File: config.mk
export PLATFORM = sky130hd
export DESIGN_NAME = adder8_structure_flat
export DESIGN_NICKNAME = d
export VERILOG_FILES = /design/src/rtl/adder8_structure_if.sv /design/src/rtl/adder8_structure.sv /design/src/flat_wrapper.sv
export SDC_FILE = /design/constraint.sdc
export NUM_CORES = 1
export LEC_CHECK = 0
export CAP_MARGIN = 20
export CORE_AREA = 3 3 40 42
export DETAILED_ROUTE_END_ITERATION = 16
export DIE_AREA = 0 0 43 45
export PLACE_DENSITY = 0.72
export REMOVE_ABC_BUFFERS = 1
export SYNTH_ARGS = -nofsm -noshare
export SYNTH_HDL_FRONTEND = slang
export SYNTH_SLANG_ARGS = --single-unit
File: constraint.sdc
create_clock -name clk -period 1.15 [get_ports clk]
set_input_delay 0.345 -clock clk [delete_from_list [all_inputs] [get_ports clk]]
set_output_delay 0.345 -clock clk [all_outputs]
set_load 0.03 [all_outputs]
File: src/rtl/adder8_structure_if.sv
// Operand/result bundle for the registered 8-bit ripple-carry adder.
// The master drives operands and carry-in; the slave (adder) returns sum and carry-out.
interface adder8_structure_if;
    logic [7:0] a;
    logic [7:0] b;
    logic       cin;
    logic [7:0] sum;
    logic       out;

    modport master (output a, b, cin, input  sum, out);
    modport slave  (input  a, b, cin, output sum, out);
endinterface

File: src/rtl/adder8_structure.sv
// Registered 8-bit ripple-carry adder built from gate-level full-adder cells.
// Result {out, sum} = a + b + cin, one clock of latency.

// One-bit full adder from xor/and/or primitives.
module full_adder (
    input  logic x,
    input  logic y,
    input  logic ci,
    output logic s,
    output logic co
);
    wire xy_x;
    wire xy_a;
    wire xc_a;
    wire yc_a;

    xor g_x1 (xy_x, x, y);
    xor g_x2 (s, xy_x, ci);
    and g_a1 (xy_a, x, y);
    and g_a2 (xc_a, x, ci);
    and g_a3 (yc_a, y, ci);
    or  g_o1 (co, xy_a, xc_a, yc_a);
endmodule

module adder8_structure (
    input  logic                clk,
    input  logic                rst_n,
    adder8_structure_if.slave   bus
);
    localparam int unsigned W = 8;

    wire [W:0]   carry;
    wire [W-1:0] s;

    assign carry[0] = bus.cin;

    // Ripple chain: carry out of bit i feeds bit i+1.
    for (genvar i = 0; i < W; i++) begin : g_bit
        full_adder u_fa (
            .x  (bus.a[i]),
            .y  (bus.b[i]),
            .ci (carry[i]),
            .s  (s[i]),
            .co (carry[i+1])
        );
    end

    // Output registers; reset clears the result without waiting for clk.
    always_ff @(posedge clk or negedge rst_n) begin
        if (!rst_n) begin
            bus.sum <= '0;
            bus.out <= 1'b0;
        end else begin
            bus.sum <= s;
            bus.out <= carry[W];
        end
    end
endmodule

File: src/flat_wrapper.sv
// flat-port wrapper written by rule: the top's interface ports become plain ports
module adder8_structure_flat 
  (clk, rst_n, bus_a, bus_b, bus_cin, bus_sum, bus_out);
  adder8_structure_if bus_i ();
  input  logic clk;
  input  logic rst_n;
  input wire logic [$bits(bus_i.a)-1:0] bus_a;
  input wire logic [$bits(bus_i.b)-1:0] bus_b;
  input wire logic [$bits(bus_i.cin)-1:0] bus_cin;
  output wire logic [$bits(bus_i.sum)-1:0] bus_sum;
  output wire logic [$bits(bus_i.out)-1:0] bus_out;
  assign bus_i.a = bus_a;
  assign bus_i.b = bus_b;
  assign bus_i.cin = bus_cin;
  assign bus_sum = bus_i.sum;
  assign bus_out = bus_i.out;
  adder8_structure u_core (.clk(clk), .rst_n(rst_n), .bus(bus_i));
endmodule
==> qor.csv <==
stage,metric,value,unit
floorplan,core_area,1280,µm²
finish,multi_input_area,178,µm²
global_route,gr-total-overflow,0,
global_route,antenna_found_initial,0,
yosys,synthDistinctLibCells,3,
finish,regArea,225,µm²
route,dr.pass1.iters,2,
yosys,yosys_warnings,0,
finish,syn2layout_area_growth,74.9,%
pwr,ir_drop,0.492,mV
floorplan,fp-row-count,13,
worst_hold_path,hp-class,primary input to asynchronous set/reset pin,
placed_design,hpwl,657,µm
floorplan,die_h,45,µm
clock_network,clock_sinks,9,
global_route,grt_pass1_vias,317,
pwr,p_leak,0.344,nW
worst_setup_path,critical_path.startpoint_type,primary input,
clock_network,clk_path_buf_depth,2,
finish,stdcell_count,73,
worst_setup_path,setup.worst_path.start,bus_cin,
yosys,synth_area,423,µm²
yosys,syn_inst,27,
outcome,violations,setup timing,
route,route.detailed.wl_per_inst,9.78,µm
clock_network,cts_setup_buffers,0,
clock_network,root_buffer,clkbuf_4,
route,routed_wl,714,µm
floorplan,initial_utilization,32.9,%
sta,fmax,324,MHz
route,vias_per_cell,3.78,
worst_setup_path,crit_type,primary input to flip-flop,
sta,finalCritPeriodShare,269,%
pwr,power.density,1310,nW/µm²
route,detail-route-antenna-nets,0,
sta,finalMaxSlewViolations,0,
sta,setup_viol,8,
yosys,synth_area_per_cell,15.7,µm²
worst_setup_path,cp_max_fo,1,
yosys,ys_seq_area_share,53.3,%
route,drtIter0Drc,2,
route,drc,0,
worst_setup_path,cp-end-kind,flip-flop,
clock_network,cts_tree,done,
clock_network,clk_pin_slew_worst_paths,0.05,ns
sta,hold_viol,0,
placed_design,place_inst,69,
sta,rsz0062_at_grt,true,
clock_network,cts.hold.buffers_added,0,
floorplan,die_area,1940,µm²
finish,antenna_cells,0,
route,via_count,276,
sta,hold_slack,0.380,ns
placed_design,place.gp.congestion,0.607,
finish,fillers,113,
sta,final.setup.worst_slack,-1.94,ns
finish,drive_gt1_share,46.6,%
outcome,status,"finished, violations left",
global_route,grt_max_degree,10,
sta,min_period,3.09,ns
sta,tightest_slew,0.361,ns
global_route,grt_usage,8.81,%
placed_design,numPortBuffers,27,
floorplan,die_x,43,µm
clock_network,numCtsBuffers,3,
sta,finalSetupTns,-8.32,ns
clock_network,cts-htree-levels,1,
sta,slew-limit-headroom,75.8,%
finish,nets,86,
yosys,ys_seq_elements,9,
floorplan,boundaryPins,28,
placed_design,pre_cts_ws,-2.80,ns
global_route,grt_pass1_wl,1.20,mm
worst_setup_path,cp.arrival,3.27,ns
run,maxCapViolCount,0,
worst_setup_path,worstPathRequired,1.33,ns
==> report_power, final <==
part           switching [mW]  leakage [nW]  total, mW  internal [mW]
clock network          0.0842        0.0150      0.216          0.132
registers              0.0156         0.105      0.389          0.374
logic                   0.202         0.224      0.366          0.163
==> flip-flops by register name, indices dropped and copies added (netlist names) <==
register        count
u_core.bus.sum      8
u_core.bus.out      1
==> kinds of logic after synthesis <==
family,Yosys count,synth area share [%]
flip-flops,9,53.3
buffers and inverters,10,8.88
adder cells (fa/ha/maj),8,37.9
==> area by class of cell <==
| cell class | count | area share, % |
|---|---|---|
| Clock buffer | 4 | 3.55 |
| Sequential cell | 9 | 30.5 |
| Multi-Input combinational cell | 8 | 24.0 |
| Timing Repair Buffer | 27 | 33.7 |
| Tap cell | 15 | 2.54 |
| Inverter | 10 | 5.75 |
==> per-layer routing <==
layer | routed length [µm] | track usage, % | up-vias | share of wire [%]
met5 | 0 | 0 | - | 0
met2 | 332 | 12.9 | 20 | 46
met4 | 27 | 10.8 | 0 | 3.8
met3 | 86 | 0.797 | 2 | 12
li1 | - | - | 133 | -
met1 | 268 | 10.4 | 121 | 38
==> what timing repair did <==
item                                    4_1_cts  5_1_grt
pin swaps                                     8        8
endpoints found under the setup margin        9        8
endpoints found under the hold margin         0        0
resized for setup                            27        2
cloned                                        0        0
==> synth_stat cells (all sizes together) <==
master	instances	area (µm²)
inv	10	37.5
dfrtp	9	225
fa	8	160
==> cell usage in the layout, fill, tap and decap left out <==
| master | n |
|---|---|
| clkdlybuf4s50_1 | 13 |
| clkbuf_1 | 1 |
| buf_4 | 9 |
| clkbuf_4 | 3 |
| inv_1 | 5 |
| dfrtp_1 | 9 |
| inv_4 | 2 |
| fa_2 | 7 |
| buf_6 | 3 |
| fa_1 | 1 |
| inv_2 | 3 |
| dlygate4sd2_1 | 2 |
==> worst max-delay path: stages <==
cell,delay (ns)
buf_6,0.10
inv_4,0.04
fa_2,0.19
inv_2,0.04
fa_2,0.33
fa_2,0.35
fa_2,0.34
fa_2,0.35
fa_2,0.34
fa_2,0.34
inv_2,0.06
fa_1,0.40
inv_1,0.06
==> through the flow <==
| step | area [µm²] | total power [mW] | util [%] |
|---|---|---|---|
| after floorplan | 423 | 0.566 | - |
| after global routing | 739 | 1.04 | 57.5 |
| after CTS | 731 | 0.986 | 56.9 |
| after global placement | 689 | 0.746 | 53.7 |
| after detailed placement | 689 | 0.755 | 53.7 |
| final | 739 | 0.971 | 57.5 |
==> how the worst max path moves through the flow <==
stage | end | slack [ns] | cells after the start
global route | u_core.bus.sum[7]$_DFF_PN0_ | -2.02 | 13
floorplan | u_core.bus.sum[7]$_DFF_PN0_ | -2.27 | 12
finish | u_core.bus.sum[7]$_DFF_PN0_ | -1.94 | 13
CTS | u_core.bus.sum[7]$_DFF_PN0_ | -2.12 | 13
global placement | u_core.bus.sum[7]$_DFF_PN0_ | -2.77 | 13
detailed placement | u_core.bus.sum[7]$_DFF_PN0_ | -2.80 | 13
Note: power is estimated with default switching activity, not from simulation.
